**config.mk**
```make
export PLATFORM = sky130hd
export DESIGN_NAME = pwm_capture
export DESIGN_NICKNAME = d
export VERILOG_FILES = /design/src/rtl/display_pkg.sv /design/src/rtl/sync_edge.sv /design/src/rtl/pwm_capture.sv
export SDC_FILE = /design/constraint.sdc
export NUM_CORES = 1
export LEC_CHECK = 0
export BUFFER_PORTS_ARGS = -buffer_cell sky130_fd_sc_hd__buf_2
export CORE_MARGIN = 10
export CORE_UTILIZATION = 25
export CTS_CLUSTER_SIZE = 10
export DETAILED_ROUTE_END_ITERATION = 12
export PLACE_DENSITY_LB_ADDON = 0.12
export SYNTH_ARGS = -nofsm -noshare
export SYNTH_HDL_FRONTEND = slang
export SYNTH_HIERARCHICAL = 1
export SYNTH_SLANG_ARGS = --single-unit
export TNS_END_PERCENT = 1
```
**constraint.sdc**
```tcl
create_clock -name clk -period 5.4 [get_ports clk]
set_input_delay 0.81 -clock clk [delete_from_list [all_inputs] [get_ports clk]]
set_output_delay 0.81 -clock clk [all_outputs]
set_load 0.005 [all_outputs]
```
**src/rtl/display_pkg.sv**
```systemverilog
// Shared definitions for the display timer and its input-capture counterpart.
package display_pkg;

   localparam int TMR_W = 24;

   typedef enum logic [1:0] {
      SEEK = 2'd0,
      HIGH = 2'd1,
      LOW  = 2'd2
   } cap_state_e;

   function automatic logic state_is_busy(input cap_state_e st);
      return (st == HIGH) || (st == LOW);
   endfunction

endpackage

```
**src/rtl/sync_edge.sv**
```systemverilog
// Two-flop synchronizer with rise/fall detection for an asynchronous level input.
module sync_edge (
   input  logic clk,
   input  logic rst,
   input  logic d_i,
   output logic level_o,
   output logic rise_o,
   output logic fall_o
);

   logic       meta_q;
   logic       sync_q;
   logic       dly_q;
   logic [2:0] vld_q;

   // vld_q tracks which pipeline stages hold real samples rather than reset zeros,
   // so an input already high at reset release is not mistaken for a rising edge.
   always_ff @(posedge clk or negedge rst) begin
      if (!rst) begin
         meta_q <= 1'b0;
         sync_q <= 1'b0;
         dly_q  <= 1'b0;
         vld_q  <= 3'b000;
      end else begin
         meta_q <= d_i;
         sync_q <= meta_q;
         dly_q  <= sync_q;
         vld_q  <= {vld_q[1:0], 1'b1};
      end
   end

   assign level_o = sync_q;
   assign rise_o  = vld_q[2] &  sync_q & ~dly_q;
   assign fall_o  = vld_q[2] & ~sync_q &  dly_q;

endmodule

```
**src/rtl/pwm_capture.sv**
```systemverilog
// Measures period and high time of an incoming PWM waveform, one result per
// rising-to-rising cycle; aborts with an overflow pulse when no edge arrives in time.
module pwm_capture
   import display_pkg::*;
#(
   parameter int W = TMR_W
) (
   input  logic         clk,
   input  logic         rst,
   input  logic         en,
   input  logic         sig_in,
   output logic [W-1:0] cap_period,
   output logic [W-1:0] cap_compare,
   output logic         cap_valid,
   output logic         ovf,
   output logic         busy
);

   localparam logic [W-1:0] CNT_ONE = W'(1);
   localparam logic [W-1:0] CNT_MAX = {W{1'b1}};

   logic sig_level;
   logic sig_rise;
   logic sig_fall;

   sync_edge u_sync (
      .clk     (clk),
      .rst     (rst),
      .d_i     (sig_in),
      .level_o (sig_level),
      .rise_o  (sig_rise),
      .fall_o  (sig_fall)
   );

   cap_state_e   state_q;
   logic [W-1:0] cnt_q;
   logic [W-1:0] high_cnt_q;
   logic [W-1:0] cap_period_q;
   logic [W-1:0] cap_compare_q;
   logic         cap_valid_q;
   logic         ovf_q;
   logic         busy_q;

   logic [W-1:0] cnt_d;
   logic         cnt_at_max;

   assign cnt_d      = cnt_q + CNT_ONE;
   assign cnt_at_max = (cnt_q == CNT_MAX);

   // An edge arriving on the same cycle the counter saturates takes priority over overflow.
   always_ff @(posedge clk or negedge rst) begin
      if (!rst) begin
         state_q       <= SEEK;
         cnt_q         <= '0;
         high_cnt_q    <= '0;
         cap_period_q  <= '0;
         cap_compare_q <= '0;
         cap_valid_q   <= 1'b0;
         ovf_q         <= 1'b0;
         busy_q        <= 1'b0;
      end else begin
         cap_valid_q <= 1'b0;
         ovf_q       <= 1'b0;
         if (!en) begin
            state_q <= SEEK;
            cnt_q   <= '0;
            busy_q  <= 1'b0;
         end else begin
            unique case (state_q)
               SEEK: begin
                  if (sig_rise) begin
                     state_q <= HIGH;
                     cnt_q   <= CNT_ONE;
                     busy_q  <= 1'b1;
                  end
               end
               HIGH: begin
                  if (sig_fall) begin
                     state_q    <= LOW;
                     high_cnt_q <= cnt_q;
                     cnt_q      <= cnt_d;
                  end else if (cnt_at_max) begin
                     state_q <= SEEK;
                     cnt_q   <= '0;
                     ovf_q   <= 1'b1;
                     busy_q  <= 1'b0;
                  end else begin
                     cnt_q <= cnt_d;
                  end
               end
               LOW: begin
                  if (sig_rise) begin
                     state_q       <= HIGH;
                     cap_period_q  <= cnt_q;
                     cap_compare_q <= high_cnt_q;
                     cap_valid_q   <= 1'b1;
                     cnt_q         <= CNT_ONE;
                  end else if (cnt_at_max) begin
                     state_q <= SEEK;
                     cnt_q   <= '0;
                     ovf_q   <= 1'b1;
                     busy_q  <= 1'b0;
                  end else begin
                     cnt_q <= cnt_d;
                  end
               end
               default: begin
                  state_q <= SEEK;
                  cnt_q   <= '0;
                  busy_q  <= 1'b0;
               end
            endcase
         end
      end
   end

   assign cap_period  = cap_period_q;
   assign cap_compare = cap_compare_q;
   assign cap_valid   = cap_valid_q;
   assign ovf         = ovf_q;
   assign busy        = busy_q;

   logic unused_ok;
   assign unused_ok = sig_level ^ state_is_busy(state_q);

endmodule

```
Yosys cells after proc, flatten, opt, wreduce, memory -nomap -nowiden
Cells that the tools add are included.

Bits in registers: 107. Latch bits: 0. Bits in writable memories: 0. Bits in read-only memories: 0. Output and inout bits: 51. Word-level logic and storage cells: 55. Memories: 0.

Add/subtract/negate cells: 1. $mul: 0. Divide/modulo/power cells: 0. Magnitude comparators: 0. Equal/unequal tests: 6. Shift-type cells: 0. Mux-type cells: 26. Bitwise operators: 6. Reductions and logical operators: 4.

Operators with widths (count): 2-to-1 mux 24 bit (5); case mux 24 bit (3 select lines) (1); adder 24 x 1 -> 24 bit (second input constant) (1); == test 24 bit (second input constant) (1); 2-to-1 mux 1 bit (12); 2-to-1 mux 2 bit (5); != test 3 bit (second input constant) (3); AND reduction 3 bit (3); case mux 2 bit (3 select lines) (1); bitwise AND 1 bit (4); case mux 1 bit (3 select lines) (1); == test 2 x 1 -> 1 bit (second input constant) (1); == test 2 bit (second input constant) (1); zero test 2 bit (1); inverter 1 bit (2); case mux 1 bit (2 select lines) (1).

Depth between registers and ports, before layout
Depth in word-level cells: 6. Mapped depth: 8. Depth with buffers taken out: 7.

Cells and area by module
Netlist, hierarchy kept.

Modules (own cells, without submodules): pwm_capture (instances 1, cells an instance 382, area an instance 4483.0 µm², seq. area each 2527.4 µm²); sync_edge (instances 1, cells an instance 9, area an instance 171.4 µm², seq. area each 150.1 µm²).

Worst setup path after synthesis
No wires, ideal clock.

Path kind: in2reg. From: input en. To: register cnt_q[6]. Arrival: 1.939 ns. Data required time: 5.304 ns. Setup slack: 3.365 ns. Cell stages on the path: 6. Buffers on the path: 1. Cells stage by stage: buf_2 -> nand2b_1 -> a21o_1 -> nor2_1 -> nand2_1 -> o31ai_1.

Word-level cells in the longest chain between the ends: 1. Elaborated cells on any way between the ends: 2. Classes of those cells: 1 x eq/ne; 1 x mux.

Ends and longest elaborated chain: start: declaration (line pwm_capture.sv:10) `input logic en,`; != test 3 bit (no source line) / 2-to-1 mux 24 bit (equally long branches); end signal: assignment (line pwm_capture.sv:81) `cnt_q <= cnt_d;`; end signal: assignment (line pwm_capture.sv:88) `cnt_q <= cnt_d;`; end signal: assignment (line pwm_capture.sv:104) `cnt_q <= cnt_d;`; end: declaration (line pwm_capture.sv:36) `logic [W-1:0] cnt_q;`.

Several ways; a longest one is shown, not always the timed one. A chain may end at the register's enable or synchronous reset.

Worst setup path in the final report
From: register state_q[0]. To: register cnt_q[6].

Word-level cells in the longest chain between the ends: 3. Elaborated cells on any way between the ends: 6. Classes of those cells: 3 x eq/ne; 2 x mux; 1 x reduce/logical.

Ends and longest elaborated chain: start: declaration (line pwm_capture.sv:35) `cap_state_e state_q;`; start signal: assignment (line pwm_capture.sv:53) `state_q <= SEEK;`; start signal: assignment (line pwm_capture.sv:65) `state_q <= SEEK;`; start signal: assignment (line pwm_capture.sv:72) `state_q <= HIGH;`; == test 2 bit, or another cell as far along (line pwm_capture.sv:69) `unique case (state_q)`; case mux 24 bit (3 select lines) (line pwm_capture.sv:69); 2-to-1 mux 24 bit (line pwm_capture.sv:64) `if (!en) begin`.

Several ways; a longest one is shown, not always the timed one.

==> flow_metrics.env <==
export IMPL_synthDistinctLibCells=49
export IMPL_clk_pin_slew_ns=0.07
export IMPL_p_per_area_nw_per_um2=281
export IMPL_crit_required_ns=5.66
export IMPL_ioPinCount=55
export IMPL_use_met2_pct=14.5
export IMPL_yosysWarnings=6
export IMPL_drive_gt1_share_pct=31.3
export IMPL_fin_ws_ns=2.63
export IMPL_die_h_um=156
export IMPL_slew_violations=0
export IMPL_pre_cts_ws_ns=2.51
export IMPL_fin_crit_ns=2.77
export IMPL_synth_edf_count=0
export IMPL_use_met3_pct=2.03
export IMPL_grt_busiest_layer="met2"
export IMPL_remaining_drc_errors=0
export IMPL_fin_tns_setup_ns=0
export IMPL_ys_flop_type="dfrtp_1"
export IMPL_seqPwrFrac_pct=52.8
export IMPL_cts_sinks=107
export IMPL_setup_violations_final=0
export IMPL_vdd_drop_max_mv=0.159
export IMPL_synth_cell_area_sq_um=4650
export IMPL_grt_pass1_wl_um=18000
export IMPL_critPathArrivalTime_ns=3.03
export IMPL_power_mw=1.53
export IMPL_cts_buffer_depth=2
export IMPL_critPathKind="reg2reg"
export IMPL_comb_power_share_pct=3.1
export IMPL_core_sq_um=18100
export IMPL_drtPass1Iterations=6
export IMPL_rsz0062_at_grt="no"
export IMPL_die_area_sq_um=24500
export IMPL_first_iter_violations=254
export IMPL_wire_per_inst_um=16.1
export IMPL_finalCoreUtilization_pct=30.0
export IMPL_status="finished, final reports clean"
export IMPL_drtAntennaViolNets=0
export IMPL_rows=49
export IMPL_vias_per_cell=4.67
export IMPL_synth_area_leaders="dfrtp_1 (58%), mux2_2 (13%), nand2_1 (3.5%), o21ai_0 (3.4%), a31oi_1 (1.9%)"
export IMPL_finalWirelength_um=10800
export IMPL_internal_power_mw=1.20
export IMPL_syn_nets=400
export IMPL_ctsResizeCount=0
export IMPL_drv_cap=0
export IMPL_grt_pass1_vias=3267
export IMPL_initial_core_util_pct=25.6
export IMPL_die_w_um=156
export IMPL_ctsHoldBuffers=0
export IMPL_use_met1_pct=11.8
export IMPL_yosys_area_top_type_share_pct=57.5
export IMPL_fin_crit_sh_pct=51.4
export IMPL_num_antenna_cells=0
export IMPL_syn_to_final_growth_pct=17.0
export IMPL_htree_levels=3
export IMPL_via_count=3141
export IMPL_synth_area_leader_cell="dfrtp_1"
export IMPL_crit_fanout=23
export IMPL_clockPowerShare_pct=44.1
export IMPL_timing_hold_ws_ns=0.353
export IMPL_synth_commonest_cells="dfrtp_1 (107), mux2_2 (53), nand2_1 (44)"
export IMPL_grtUsageTotal_pct=9.25
export IMPL_finalClockSkew_ns=0.00591
export IMPL_slew_headroom_pct=34.8
export IMPL_net_switching_power_mw=0.330
export IMPL_syn_area_per_cell_sq_um=11.9
export IMPL_place_hpwl_um=7300
export IMPL_place_gp_congestion=0.795
export IMPL_grt_max_degree=78
export IMPL_worstSkewPairLatency_ns=0.35
export IMPL_hold_viol_final=0
export IMPL_async_flop_share_pct=100
export IMPL_power_leakage_nw=2.68
export IMPL_clock_fmax_mhz=361
export IMPL_globalRoute_totalOverflow=0
export IMPL_io_buffers=54
export IMPL_yosysSeqAreaShare_pct=57.5
export IMPL_cp_end_kind="register"
export IMPL_layout_nets=448
export IMPL_switching_share_pct=21.6
export IMPL_cts_setup_buffers=0
export IMPL_cts_inserted_buffers=9
export IMPL_min_path_type="reg2reg"
export IMPL_tightestPinTransition_ns=0.978
export IMPL_syn_inst=391
export IMPL_cts_root_buf="clkbuf_16"
export IMPL_antenna_found_initial=0
export IMPL_synth_ff_latch_count=107
export IMPL_cts_tree="yes"
export IMPL_synth_most_common_cell="dfrtp_1"
export IMPL_worstSetupStartpointType="register"
final timing paths:
| kind | from | to | slack (ns) | depth (start not counted) |
|---|---|---|---|---|
| max reg2reg | state_q[0]$_DFFE_PN0P_ | cnt_q[6]$_DFFE_PN0P_ | 2.63 | 7 |
| max | state_q[0]$_DFFE_PN0P_ | cnt_q[6]$_DFFE_PN0P_ | 2.63 | 7 |
| min reg2reg | u_sync/vld_q[1]$_DFF_PN0_ | u_sync/vld_q[2]$_DFF_PN0_ | 0.35 | 0 |
| max in group asynchronous | rst | cap_compare[13]$_DFFE_PN0P_ | 3.82 | 2 |
| min | u_sync/vld_q[1]$_DFF_PN0_ | u_sync/vld_q[2]$_DFF_PN0_ | 0.35 | 0 |
| min in group asynchronous | rst | cap_compare[1]$_DFFE_PN0P_ | 0.60 | 1 |
kinds of logic after synthesis:
group                      after synthesis  share of synthesized area [%]
AOI/OAI and AO/OA                       69                           9.01
DFF                                    107                           57.5
muxes                                   60                           14.3
and+or+nand+nor                        111                           13.9
xor gates and xnor gates                 1                          0.188
adders and majority gates                5                           1.34
other                                    1                         0.0806
buffers and inverters                   37                           3.63
per-stage QoR:
step | instance area (sq um) | std cells
floorplan | 4650 | 391
global placement | 5140 | 657
detailed placement | 5140 | 657
CTS | 5450 | 673
global route | 5450 | 673
finish | 5450 | 673
area by class of cell:
class,instances,area (sq um)
Clock buffer,12,256
Clock inverter,4,48.8
Fill cell,1875,12700
Inverter,16,60.1
Multi-Input combinational cell,247,1810
Sequential cell,107,2680
Tap cell,229,287
Timing Repair Buffer,58,303
power by group through the flow:
stage / Clock [mW] / Sequential, mW / Combinational (mW)
floorplan: 0 / 0.823 / 0.0231
global placement: 0 / 0.824 / 0.0499
detailed placement: 0 / 0.824 / 0.0500
CTS: 0.699 / 0.808 / 0.0501
global route: 0.734 / 0.808 / 0.0555
finish: 0.676 / 0.808 / 0.0478
cells in the final DEF (no fill, tap or decap), drive strengths merged, types with 7 or more instances in the layout:
cell | netlist | final
a31oi | 14 | 14
mux2i | 7 | 7
nand2 | 44 | 44
buf | 10 | 58
mux2 | 53 | 53
clkbuf | 11 | 12
nand3 | 14 | 14
o21ai | 33 | 33
dfrtp | 107 | 107
nand4 | 12 | 12
nor2 | 7 | 7
inv | 16 | 16
registers in the layout (all words and copies together) (netlist names), 2 cells and up:
| signal | count |
|---|---|
| cap_compare | 24 |
| cap_period | 24 |
| cnt_q | 24 |
| high_cnt_q | 24 |
| u_sync/vld_q | 3 |
| state_q | 2 |
per-layer routing:
| layer | vias to the layer above | part of all wire [%] |
|---|---|---|
| met4 | 0 | 2.2 |
| met2 | 48 | 46 |
| met1 | 1571 | 48 |
| li1 | 1510 | - |
| met5 | - | 0 |
| met3 | 12 | 3.3 |
worst max-delay path, cell delays in order, from the launching register on:
cell     delay [ns]
dfrtp_1        0.41
inv_1          0.09
ha_1           0.22
nor2b_1        0.17
and2_1         0.46
nor2_1         0.66
nand2_1        0.36
o31ai_1        0.31
(Power assumes the default switching activity.)
